File: config.mk
export PLATFORM = sky130hd
export DESIGN_NAME = scaler_cfg_ctrl
export DESIGN_NICKNAME = d
export VERILOG_FILES = /design/src/rtl/scaler_cfg_ctrl.sv
export SDC_FILE = /design/constraint.sdc
export NUM_CORES = 1
export LEC_CHECK = 0
export CORE_MARGIN = 2
export CORE_UTILIZATION = 58
export DETAILED_ROUTE_END_ITERATION = 10
export GPL_ROUTABILITY_DRIVEN = 0
export PLACE_DENSITY_LB_ADDON = 0.05
export SETUP_SLACK_MARGIN = 0.2
export SLEW_MARGIN = 20
export SYNTH_ARGS = -nofsm -noshare
export SYNTH_HDL_FRONTEND = slang
export SYNTH_SLANG_ARGS = --single-unit
File: constraint.sdc
create_clock -name clk_i -period 3.41 [get_ports clk_i]
set_input_delay 0.682 -clock clk_i [delete_from_list [all_inputs] [get_ports clk_i]]
set_output_delay 0.682 -clock clk_i [all_outputs]
set_load 0.02 [all_outputs]
File: src/rtl/scaler_cfg_ctrl.sv
// Frame-synchronous configuration controller for the scaler/pan/invert path.
// Edit commands step a shadow copy; the shadow is committed at the next VS rise or on timeout.
module scaler_cfg_ctrl #(
  parameter int WIDTH_MAX  = 62,
  parameter int HEIGHT_MAX = 71,
  parameter int PAN_Y_MAX  = 36,
  parameter int PAN_X_MAX  = 64,
  parameter int TO_WIDTH   = 24
) (
  input  logic       clk_i,
  input  logic       rst_i,
  input  logic       vs_i,
  input  logic       cmd_valid_i,
  output logic       cmd_ready_o,
  input  logic [2:0] cmd_target_i,
  input  logic       cmd_dir_i,
  output logic [5:0] scaler_ctrl_width_o,
  output logic [6:0] scaler_ctrl_height_o,
  output logic [5:0] panning_y_ctrl_o,
  output logic [6:0] panning_x_ctrl_o,
  output logic       color_reverse_ctrl_o,
  output logic       cfg_update_o,
  output logic       pending_o,
  output logic       sat_o,
  output logic       timeout_o
);

  typedef enum logic [1:0] {S_IDLE, S_CALC, S_WAIT_VS, S_COMMIT} state_t;

  localparam logic [5:0] L_W_MAX  = 6'(WIDTH_MAX);
  localparam logic [6:0] L_H_MAX  = 7'(HEIGHT_MAX);
  localparam logic [5:0] L_PY_MAX = 6'(PAN_Y_MAX);
  localparam logic [6:0] L_PX_MAX = 7'(PAN_X_MAX);
  // Leaving on the edge where the counter would become all-ones gives 2^TO_WIDTH-1 waiting cycles.
  localparam logic [TO_WIDTH-1:0] L_TO_LAST = {{(TO_WIDTH-1){1'b1}}, 1'b0};

  state_t r_state;
  state_t w_nextState;

  logic                r_vs1d;
  logic [2:0]          r_target;
  logic                r_dir;
  logic [TO_WIDTH-1:0] r_toCnt;
  logic                r_timeout;
  logic                r_cfgUpdate;

  logic [5:0] r_shW;
  logic [6:0] r_shH;
  logic [5:0] r_shPy;
  logic [6:0] r_shPx;
  logic       r_shCol;

  logic [5:0] r_actW;
  logic [6:0] r_actH;
  logic [5:0] r_actPy;
  logic [6:0] r_actPx;
  logic       r_actCol;

  logic w_vsRise;
  logic w_accept;
  logic w_toHit;
  logic w_atLimit;

  assign w_vsRise = vs_i & ~r_vs1d;
  assign w_accept = cmd_valid_i & cmd_ready_o;
  assign w_toHit  = (r_toCnt == L_TO_LAST);

  always_ff @(posedge clk_i) begin
    if (rst_i) r_state <= S_IDLE;
    else       r_state <= w_nextState;
  end

  // A frame edge in WAIT_VS wins over a command offered in the same cycle.
  always_comb begin
    w_nextState = r_state;
    case (r_state)
      S_IDLE:    if (w_accept) w_nextState = S_CALC;
      S_CALC:    w_nextState = S_WAIT_VS;
      S_WAIT_VS: begin
        if (w_vsRise)     w_nextState = S_COMMIT;
        else if (w_accept) w_nextState = S_CALC;
        else if (w_toHit)  w_nextState = S_COMMIT;
      end
      S_COMMIT:  w_nextState = S_IDLE;
      default:   w_nextState = S_IDLE;
    endcase
  end

  always_comb begin
    w_atLimit = 1'b0;
    case (r_target)
      3'd0:    w_atLimit = r_dir ? (r_shW  == L_W_MAX)  : (r_shW  == 6'd0);
      3'd1:    w_atLimit = r_dir ? (r_shH  == L_H_MAX)  : (r_shH  == 7'd0);
      3'd2:    w_atLimit = r_dir ? (r_shPy == L_PY_MAX) : (r_shPy == 6'd0);
      3'd3:    w_atLimit = r_dir ? (r_shPx == L_PX_MAX) : (r_shPx == 7'd0);
      default: w_atLimit = 1'b0;
    endcase
  end

  always_comb begin
    cmd_ready_o = 1'b0;
    pending_o   = 1'b0;
    sat_o       = 1'b0;
    case (r_state)
      S_IDLE:    cmd_ready_o = 1'b1;
      S_CALC:    begin pending_o = 1'b1; sat_o = w_atLimit; end
      S_WAIT_VS: begin pending_o = 1'b1; cmd_ready_o = ~w_vsRise; end
      S_COMMIT:  pending_o = 1'b1;
      default:   cmd_ready_o = 1'b0;
    endcase
  end

  always_ff @(posedge clk_i) begin
    if (rst_i) begin
      r_vs1d      <= 1'b0;
      r_target    <= 3'd0;
      r_dir       <= 1'b0;
      r_toCnt     <= '0;
      r_timeout   <= 1'b0;
      r_cfgUpdate <= 1'b0;
    end else begin
      r_vs1d      <= vs_i;
      r_cfgUpdate <= (r_state == S_COMMIT);
      if (w_accept) begin
        r_target <= cmd_target_i;
        r_dir    <= cmd_dir_i;
      end
      if (r_state == S_CALC) begin
        r_toCnt <= '0;
      end else if (r_state == S_WAIT_VS) begin
        if (w_accept) r_toCnt <= '0;
        else          r_toCnt <= r_toCnt + TO_WIDTH'(1);
        if (w_vsRise)                   r_timeout <= 1'b0;
        else if (!w_accept && w_toHit)  r_timeout <= 1'b1;
      end
    end
  end

  // Steps saturate: a clipped step leaves the code unchanged and only raises sat_o.
  always_ff @(posedge clk_i) begin
    if (rst_i) begin
      r_shW    <= 6'd0;
      r_shH    <= 7'd0;
      r_shPy   <= 6'd0;
      r_shPx   <= 7'd0;
      r_shCol  <= 1'b0;
      r_actW   <= 6'd0;
      r_actH   <= 7'd0;
      r_actPy  <= 6'd0;
      r_actPx  <= 7'd0;
      r_actCol <= 1'b0;
    end else if (r_state == S_CALC && !w_atLimit) begin
      case (r_target)
        3'd0: r_shW  <= r_dir ? r_shW  + 6'd1 : r_shW  - 6'd1;
        3'd1: r_shH  <= r_dir ? r_shH  + 7'd1 : r_shH  - 7'd1;
        3'd2: r_shPy <= r_dir ? r_shPy + 6'd1 : r_shPy - 6'd1;
        3'd3: r_shPx <= r_dir ? r_shPx + 7'd1 : r_shPx - 7'd1;
        3'd4: r_shCol <= ~r_shCol;
        3'd5: begin
          r_shW   <= 6'd0;
          r_shH   <= 7'd0;
          r_shPy  <= 6'd0;
          r_shPx  <= 7'd0;
          r_shCol <= 1'b0;
        end
        default: r_shCol <= r_shCol;
      endcase
    end else if (r_state == S_COMMIT) begin
      r_actW   <= r_shW;
      r_actH   <= r_shH;
      r_actPy  <= r_shPy;
      r_actPx  <= r_shPx;
      r_actCol <= r_shCol;
    end
  end

  assign scaler_ctrl_width_o  = r_actW;
  assign scaler_ctrl_height_o = r_actH;
  assign panning_y_ctrl_o     = r_actPy;
  assign panning_x_ctrl_o     = r_actPx;
  assign color_reverse_ctrl_o = r_actCol;
  assign cfg_update_o         = r_cfgUpdate;
  assign timeout_o            = r_timeout;

endmodule

==> impl_metrics.yaml <==
worst_hold_path:
  hold_path_depth: 2
  hold_path_class: "register to register"
  min_to: "panning_x_ctrl_o[6]"
  hp-start: "panning_x_ctrl_o[6]"
route:
  via_per_inst: 5.944
  vias: 4226
  wirelength_um: 11350
  drc: 0
  avgRoutedWirePerCell_um: 15.96
  drt_iter0_drc: 223
  ant_nets: 0
  dr.pass1.iters: 5
layout:
  antenna_cells: 0
  drive_gt1_frac: 0.06732
  fin_nets: 636
  utilization: 0.6931
  areaGrowthSynthToFinish_pct: 14.54
global_route:
  grt_start_max_net_pins: 38
  grt_first_pass_wirelength_um: 19470
  grtUsageTotal: 0.2746
  antenna_found_initial: 0
  overflow: 0
  grt_pass1_vias: 4007
critical_path:
  cp_max_fo: 6
  reg2reg_setup_slack_ns: 0.56
  crit_path_max_incr_delay_ns: 0.69
  cp_data_required_time_ns: 2.73
  rr_startpoint: "r_dir"
  startpoint_type: "input pin"
  cpMaxStageDelayCell: "clkdlybuf4s50_1"
  worst-path-buf-inv: 2
  worstPathArrival_ns: 2.35
  endpoint_kind: "output pin"
  r2r.worst_path.cells: 8
  path_delay_family: "buffers and inverters"
  r2r_end: "r_shPy[5]"
  cpMostUsedCell: "clkdlybuf4s50_1"
  path_cells: "clkdlybuf4s50_1 -> nor2b_1 -> a21oi_1 -> clkdlybuf4s50_1"
  crit_type: "input pin to output pin"
cts:
  clock_latency_ns: 0.35
  cts_hold_buf: 0
  htreeDepth: 3
  cts.path.max_buffers: 2
  clock-sinks: 87
  clk_pin_slew_ns: 0.09
  cts-root-buf: "clkbuf_8"
  cts_tree: "done"
  numCtsBuffers: 9
logic_synthesis:
  synth.most_common_cell: "nand2_1"
  synth_common_cells: "nand2_1, dfxtp_1, a21oi_1"
  syn_area_um2: 4725
  synth_cell_type_count: 70
  syn_nets: 605
  ys.warnings.count: 0
  ys_ff_latch: 87
  ys.flop_type: "dfxtp_1"
  synth_edf_count: 0
  yosysSeqAreaShare: 0.3686
  async_reset_ff_frac: 0
  syn_inst: 573
  synth.avg_cell_area_um2: 8.245
  synth_top_cell_by_area: "dfxtp_1"
  synth_top_area_frac: 0.3686
  ys_top_cells_by_area: "dfxtp_1, nand2_1, a21oi_1, ha_1, xnor2_1"
power:
  leakage_nw: 1.913
  ir_drop_v: 0.0002342
  powerDensity_nw_per_um2: 404.8
sta:
  slew_violations: 0
  clock_skew_ns: 0.008481
  timing_hold_violations_final: 0
  fin_crit_ns: 3.036
  rsz0062_at_grt: "no"
  finalSetupViolations: 0
  fin_setup_tns_ns: 0
  fmax_ghz: 0.3294
  fin_crit_sh: 0.8904
  tightest_slew_ns: 0.9870
  relSlewSlack: 0.3404
place:
  portBuffers: 39
  hpwl_um: 8219
floorplanning:
  die_y_um: 94.26
  boundaryPins: 40
  rows: 32
  core_area_um2: 7807
  initial_utilization: 0.6051
  design.die.area_um2: 8884
  fp.dieW_um: 94.26
run:
  maxCapViolCount: 0
run_status:
  status: "finished, final reports clean"
## flip-flops by register name (all words and copies together) (netlist names), 2 cells and up
| name | cells |
|---|---|
| panning_x_ctrl_o | 7 |
| panning_y_ctrl_o | 6 |
| r_shH | 7 |
| r_shPx | 7 |
| r_shPy | 6 |
| r_shW | 6 |
| r_state | 2 |
| r_target | 3 |
| r_toCnt | 24 |
| scaler_ctrl_height_o | 7 |
| scaler_ctrl_width_o | 6 |
## stage by stage
stage	cells	power, mW	setup WS (ns)	hold WS (ns)	instance area (um^2)
detailed placement	693	1.377	0.3751	0.4477	5156
global route	711	2.286	0.2631	0.4799	5411
finish	711	2.191	0.3738	0.4585	5411
CTS	710	2.200	0.4112	0.4602	5396
floorplan	573	1.302	0.9348	0.4371	4725
global placement	693	1.368	0.4283	0.4425	5156
## placed cells by master (no fill, tap or decap), types with 10 or more instances in the layout
| master | count |
|---|---|
| nand2_1 | 94 |
| dfxtp_1 | 86 |
| a21oi_1 | 65 |
| clkdlybuf4s50_1 | 37 |
| nor2_1 | 32 |
| ha_1 | 20 |
| nand4_1 | 19 |
| nand3_1 | 18 |
| xnor2_1 | 18 |
| inv_1 | 14 |
| xor2_1 | 14 |
| o21ai_0 | 12 |
| o21ai_1 | 11 |
| clkbuf_8 | 11 |
| nor4_1 | 10 |
## layer usage
metal	global-route usage	routed length, um
met1	0.3668	5254
met2	0.4595	5532
met3	0.03451	366
met4	0.08937	192
met5	0	0
## how the worst max path moves through the flow
stage          startpoint           to  slack, ns  depth (start not counted)
2_1_floorplan       r_dir    r_shPy[5]       0.93                          8
3_3_place_gp    r_shPy[0]        sat_o       0.43                          5
3_5_place_dp    r_shPy[0]        sat_o       0.38                          5
4_1_cts              vs_i  cmd_ready_o       0.41                          4
5_1_grt              vs_i  cmd_ready_o       0.26                          4
6_report             vs_i  cmd_ready_o       0.37                          4
## report_power, final
part	internal, mW	switching (mW)	total (mW)
logic	0.121	0.177	0.298
registers	1.03	0.0293	1.06
clock network	0.456	0.376	0.832
## final cells by class
class                           count  area (um^2)
Clock inverter                      4        77.57
Clock buffer                       12        155.1
Timing Repair Buffer               49        466.7
Multi-Input combinational cell    442         2785
Tap cell                          102        127.6
Fill cell                         649         2396
Sequential cell                    87         1743
Inverter                           15        56.30
## worst register-to-register path, cell delays in order (launching register included)
cell and delay, ns:
dfxtp_2 0.51, inv_2 0.18, buf_4 0.21, ha_1 0.31, a211oi_1 0.37, nor4b_1 0.11
a2111oi_0 0.65, mux2i_1 0.31, a221oi_2 0.08
## cells by family after synthesis
group,Yosys count,synth area share
fa+ha+maj,24,0.06992
flops,87,0.3686
simple gates,242,0.2617
mux,6,0.01351
xor+xnor,32,0.05932
compound gates,138,0.1851
buf+inv,44,0.04184
## timing repair
item | 4_1_cts | 5_1_grt
buffers inserted | 1 | 0
resized for setup | 3 | 0
endpoints found under the setup margin | 1 | 0
endpoints found under the hold margin | 0 | 0
Note: power is estimated with default switching activity, not from simulation.
